`src/rtl/bcd_tick_counter.sv`:
```
// bcd_tick_counter
//   N-digit BCD up/down counter driven by a built-in tick prescaler, with one
//   registered seven-segment encoder per digit.
//
// Parameters
//   DIGITS          number of BCD digits (1..8)
//   TICK_DIV        enabled clock cycles per count step (>= 1)
//   SEG_ACTIVE_LOW  1: lit segment driven 0, 0: lit segment driven 1
//
// Ports
//   clk        rising-edge clock
//   resetn     asynchronous active-low reset
//   en         prescaler run enable
//   up         count direction (1 = up, 0 = down), sampled on step edges
//   clr        synchronous clear (highest priority)
//   load       synchronous load of load_val (digits > 9 saturate to 9)
//   load_val   BCD load value, digit 0 in bits [3:0]
//   count_bcd  registered BCD count
//   tick_o     one-cycle pulse, coincident with the count after a step
//   wrap_o     one-cycle pulse, coincident with the count after a wrap step
//   seg        segment bytes {dp,g,f,e,d,c,b,a}, digit i in [8i+7:8i],
//              one cycle behind count_bcd
module bcd_tick_counter #(
  parameter int DIGITS         = 2,
  parameter int TICK_DIV       = 50_000_000,
  parameter bit SEG_ACTIVE_LOW = 1'b1
) (
  input  logic                  clk,
  input  logic                  resetn,
  input  logic                  en,
  input  logic                  up,
  input  logic                  clr,
  input  logic                  load,
  input  logic [4*DIGITS-1:0]   load_val,
  output logic [4*DIGITS-1:0]   count_bcd,
  output logic                  tick_o,
  output logic                  wrap_o,
  output logic [8*DIGITS-1:0]   seg
);

  localparam int             PW         = (TICK_DIV > 1) ? $clog2(TICK_DIV) : 1;
  localparam logic [PW-1:0]  PRESC_LAST = PW'(TICK_DIV - 1);
  localparam logic [7:0]     SEG_OFF    = SEG_ACTIVE_LOW ? 8'hFF : 8'h00;

  function automatic logic [3:0] sat_digit(input logic [3:0] d);
    return (d > 4'd9) ? 4'd9 : d;
  endfunction

  function automatic logic [4*DIGITS-1:0] sat_bcd(input logic [4*DIGITS-1:0] v);
    logic [4*DIGITS-1:0] r;
    r = '0;
    for (int i = 0; i < DIGITS; i++) r[4*i +: 4] = sat_digit(v[4*i +: 4]);
    return r;
  endfunction

  // Returns {wrap, next_count}. The carry/borrow ripples through every digit
  // combinationally; a carry out of the top digit is the wrap.
  function automatic logic [4*DIGITS:0] bcd_step(input logic [4*DIGITS-1:0] v,
                                                  input logic              dir_up);
    logic [4*DIGITS-1:0] r;
    logic                carry;
    logic [3:0]          d;
    r     = v;
    carry = 1'b1;
    for (int i = 0; i < DIGITS; i++) begin
      d = v[4*i +: 4];
      if (carry) begin
        if (dir_up) begin
          if (d >= 4'd9) r[4*i +: 4] = 4'd0;
          else begin
            r[4*i +: 4] = d + 4'd1;
            carry       = 1'b0;
          end
        end else begin
          if (d == 4'd0) r[4*i +: 4] = 4'd9;
          else begin
            r[4*i +: 4] = d - 4'd1;
            carry       = 1'b0;
          end
        end
      end
    end
    return {carry, r};
  endfunction

  function automatic logic [7:0] seg_encode(input logic [3:0] d);
    logic [7:0] p;
    case (d)
      4'd0:    p = 8'h3F;
      4'd1:    p = 8'h06;
      4'd2:    p = 8'h5B;
      4'd3:    p = 8'h4F;
      4'd4:    p = 8'h66;
      4'd5:    p = 8'h6D;
      4'd6:    p = 8'h7D;
      4'd7:    p = 8'h07;
      4'd8:    p = 8'h7F;
      4'd9:    p = 8'h6F;
      default: p = 8'h00;
    endcase
    return SEG_ACTIVE_LOW ? ~p : p;
  endfunction

  logic [PW-1:0]         presc_p0;
  logic [4*DIGITS-1:0]   count_p0;
  logic                  vld_p0;
  logic                  wrap_p0;
  logic [8*DIGITS-1:0]   seg_p1;

  logic                  step;
  logic [4*DIGITS:0]     step_res;
  logic [8*DIGITS-1:0]   seg_next;

  assign step     = en && !clr && !load && (presc_p0 == PRESC_LAST);
  assign step_res = bcd_step(count_p0, up);

  always_comb begin
    seg_next = '0;
    for (int i = 0; i < DIGITS; i++) seg_next[8*i +: 8] = seg_encode(count_p0[4*i +: 4]);
  end

  // ---- stage p0: prescaler, count, tick/wrap pulses ----
  always_ff @(posedge clk or negedge resetn) begin
    if (!resetn) begin
      presc_p0 <= '0;
      count_p0 <= '0;
      vld_p0   <= 1'b0;
      wrap_p0  <= 1'b0;
    end else begin
      vld_p0  <= step;
      wrap_p0 <= step & step_res[4*DIGITS];
      if (clr) begin
        presc_p0 <= '0;
        count_p0 <= '0;
      end else if (load) begin
        presc_p0 <= '0;
        count_p0 <= sat_bcd(load_val);
      end else if (en) begin
        if (presc_p0 == PRESC_LAST) begin
          presc_p0 <= '0;
          count_p0 <= step_res[4*DIGITS-1:0];
        end else begin
          presc_p0 <= presc_p0 + PW'(1);
        end
      end
    end
  end

  // ---- stage p1: segment encoding of the p0 count ----
  always_ff @(posedge clk or negedge resetn) begin
    if (!resetn) seg_p1 <= {DIGITS{SEG_OFF}};
    else         seg_p1 <= seg_next;
  end

  assign count_bcd = count_p0;
  assign tick_o    = vld_p0;
  assign wrap_o    = wrap_p0;
  assign seg       = seg_p1;

endmodule

```
`config.mk`:
```
export PLATFORM = sky130hd
export DESIGN_NAME = bcd_tick_counter
export DESIGN_NICKNAME = d
export VERILOG_FILES = /design/src/rtl/bcd_tick_counter.sv
export SDC_FILE = /design/constraint.sdc
export NUM_CORES = 1
export LEC_CHECK = 0
export BUFFER_PORTS_ARGS = -buffer_cell sky130_fd_sc_hd__buf_2
export CAP_MARGIN = 20
export CORE_ASPECT_RATIO = 1.1
export CORE_MARGIN = 4
export CORE_UTILIZATION = 50
export DETAILED_ROUTE_END_ITERATION = 7
export PLACE_DENSITY = 0.71
export SETUP_SLACK_MARGIN = 0.4
export SYNTH_ARGS = -nofsm -noshare
export SYNTH_HDL_FRONTEND = slang
export SYNTH_SLANG_ARGS = --single-unit
export TNS_END_PERCENT = 100
```
`constraint.sdc`:
```
create_clock -name clk -period 5.75 [get_ports clk]
set_input_delay 0.2875 -clock clk [delete_from_list [all_inputs] [get_ports clk]]
set_output_delay 0.2875 -clock clk [all_outputs]
set_load 0.01 [all_outputs]
```
==> metrics.csv <==
stage;metric;value;unit
outcome;status;finished clean;
floorplanning;initial core utilization;51.53;%
sta;count of final hold-check violations;0;
sta;Max transition margin;40.42;%
sta;Setup Skew;0.007397;ns
synth;Synth Register Bits;50;
sta;Fmax;398.1;MHz
cts;TritonCTS Sinks;50;
worst_setup_path;Startpoint Class;register;
synth;Synth top area share;30.11;%
synth;Synth Area in Compound Gates;13.93;%
sta;total negative setup slack;0;ns
power_and_ir_drop;Clk pwr share;28.3;%
synth;XOR/XNOR Fraction of Synth Area;6.148;%
synth;EDFF count, synth;0;
placement;post-DP HPWL;4425;um
synth;multiplexer share of the synthesized area;2.384;%
floorplanning;die area;7286;um^2
grt;first-pass GRT wire length;10230;um
detailed_routing;DR WL/cell;14.58;um
cts;CTS tree;built;
power_and_ir_drop;Peak VDD IR;0.1182;mV
power_and_ir_drop;Design Power;751.0;uW
floorplanning;Core Area;5806;um^2
sta;Slew Limit Fails;0;
cts;number of setup buffers added after CTS;0;
sta;RSZ-0062 raised after global routing;false;
job;Max-cap violations;0;
worst_setup_path;Crit. End Element;register;
cts;Clock Latency Late Sink;0.30;ns
layout;P&R area growth vs syn;10.08;%
cts;clk buf depth;2;
grt;Total GRT Usage;17.77;%
layout;share of layout cells above drive strength 1;21.37;%
synth;Async SR Flop Fraction;100.0;%
synth;ys flop type;dfrtp_1;
sta;minimum clock period;2.512;ns
cts;post-cts sizing count;0;
grt;initial antenna violation count;0;
layout;fin nets;378;
layout;Util after Layout;56.72;%
detailed_routing;DRT iter0 DRCs;90;
power_and_ir_drop;PwrDens;228.1;nW/um^2
floorplanning;die width;81.75;um
synth;Netlist cell types;58;
placement;GPL Wtd Cong;0.9049;
detailed_routing;via count;2416;
detailed_routing;via-per-instance ratio;5.645;
power_and_ir_drop;Seq pwr share;53.2;%
synth;synthesized instance count;321;
power_and_ir_drop;Sw Share;28.61;%
cts;H-tree Lvls;2;
detailed_routing;DRC errors left;0;
power_and_ir_drop;NetSw;214.8;uW
floorplanning;# IOs;40;
detailed_routing;router iterations before antenna repair;4;
synth;Synth top cells by count;dfrtp_1 (36), nor2_1 (33), nand2_1 (24), xor2_1 (19), a21oi_1 (17);
sta;period utilization;43.69;%
worst_setup_path;Worst Path Arrival;2.72;ns
synth;simple-gate share of the synthesized area;24.63;%
detailed_routing;final wirelength;6240;um
synth;register area share after synthesis;42.41;%
worst_setup_path;Critical Path RT;5.96;ns
synth;Mean Syn Cell Area;9.320;um^2
synth;yosys warns;0;
synth;most numerous cell in the Yosys netlist;dfrtp_1;
power_and_ir_drop;Comb pwr share;18.5;%
synth;Syn Std Cell Area;2992;um^2
cts;clock-pin slew on the worst setup and hold paths;0.09;ns
sta;endpoints failing setup;0;
placement;I/O Buffers;37;
grt;vias in the first global route;2240;
detailed_routing;antenna-violating nets left;0;
floorplanning;Die Ht;89.13;um
cts;Clock Root Buffer;clkbuf_8;
synth;Adder-Cell Fraction of Synth Area;5.855;%
min_path;Hold/Removal Path Class;in -> async;
worst_setup_path;largest fanout on the critical path;9;
power_and_ir_drop;P_int;536.2;uW
synth;largest family of logic cells by synthesized area;simple AND/OR/NAND/NOR gates;
synth;area leader, netlist;dfrtp_1;
sta;Slew @ Worst Pin;0.8863;ns
sta;WHS;0.08112;ns
grt;GRT overflow;0;
cts;CTS buffer count;5;
grt;largest net degree at the start of global routing;51;
synth;Synth area leaders;dfrtp_1 (30%), dfstp_2 (12%), ha_1 (5.9%), xor2_1 (5.6%), nor2_1 (4.1%);
floorplanning;Core Rows;29;
layout;# diodes;0;
cts;hold buffer count at cts;0;
worst_setup_path;Worst Setup Path Type;reg -> reg;
power_and_ir_drop;leakage;0.001446;uW
metrics by stage:
step | cell area [um^2] | setup WS [ns] | instances
6_report | 3293 | 3.238 | 428
5_1_grt | 3293 | 3.082 | 428
3_3_place_gp | 3198 | 3.419 | 420
2_1_floorplan | 2995 | 3.505 | 322
4_1_cts | 3293 | 3.239 | 428
3_5_place_dp | 3198 | 3.268 | 420
path summary, 6_finish.rpt:
path / cells after the start / endpoint / startpoint / slack (ns)
setup / recovery: 7 / count_bcd[7]$_DFFE_PN0P_ / count_bcd[1]$_DFFE_PN0P_ / 3.24
hold / removal: 2 / wrap_o$_DFF_PN0_ / resetn / 0.08
setup reg to reg: 7 / count_bcd[7]$_DFFE_PN0P_ / count_bcd[1]$_DFFE_PN0P_ / 3.24
hold reg to reg: 2 / presc_p0[15]$_DFFE_PN0P_ / presc_p0[15]$_DFFE_PN0P_ / 0.55
max in group asynchronous: 2 / presc_p0[6]$_DFFE_PN0P_ / resetn / 5.26
min in group clk: 3 / count_bcd[1]$_DFFE_PN0P_ / load_val[1] / 0.21
sequential cells by signal, indices dropped and copies added (netlist names):
| register | flops |
|---|---|
| wrap_o | 1 |
| count_bcd | 8 |
| tick_o | 1 |
| presc_p0 | 26 |
| seg | 14 |
critical path: stages (launching register included):
cell and delay, ns:
dfrtp_1 0.49, inv_1 0.25, ha_1 0.25, or3b_2 0.49, a31o_2 0.30, a31oi_1 0.32
nor2_1 0.10, a211oi_1 0.23
cells in the final DEF (no fill, tap or decap), drive strengths merged, types with 5 or more instances in the layout:
cell type,Yosys,routed
clkbuf,10,6
and3,7,7
nor2,33,33
buf,7,38
a21oi,18,18
and4,5,5
ha,14,14
dfrtp,36,36
and2,5,5
nand3,13,13
nand4,11,11
o21ai,15,15
inv,13,13
nor3,7,7
nand2,25,25
a31oi,11,11
xor2,19,19
dfstp,14,14
mux2i,6,6
cell families (layout without fill, tap and decap cells):
kind of cell,after synthesis,count (layout)
and+or+nand+nor,133,133
AOI/OAI and AO/OA,65,65
DFF,50,50
buffers and inverters,30,59
xor gates and xnor gates,21,21
adders and majority gates,14,14
muxes,7,7
other,1,2
final cells by class:
type,instances,area [um^2]
Clock inverter,2,12.51
Tap cell,77,96.34
Clock buffer,6,82.58
Inverter,13,48.80
Fill cell,536,2512
Multi-Input combinational cell,242,1592
Timing Repair Buffer,38,192.7
Sequential cell,50,1269
routing by layer:
metal  vias to the layer above  global-route usage (%)  share of wire (%)
met3                         7                   3.226                4.1
met2                        52                   31.59                 51
met1                      1165                   21.76                 44
met4                         0                   5.438               0.99
met5                         -                       0                  0
li1                       1192                       -                  -
power groups by stage:
stage	logic, uW	clock network, uW	registers (uW)
finish	139	213	399
global route	157	236	404
CTS	141	221	399
detailed placement	140	0	406
global placement	139	0	406
floorplan	83.2	0	413
Note: power is estimated with default switching activity, not from simulation.
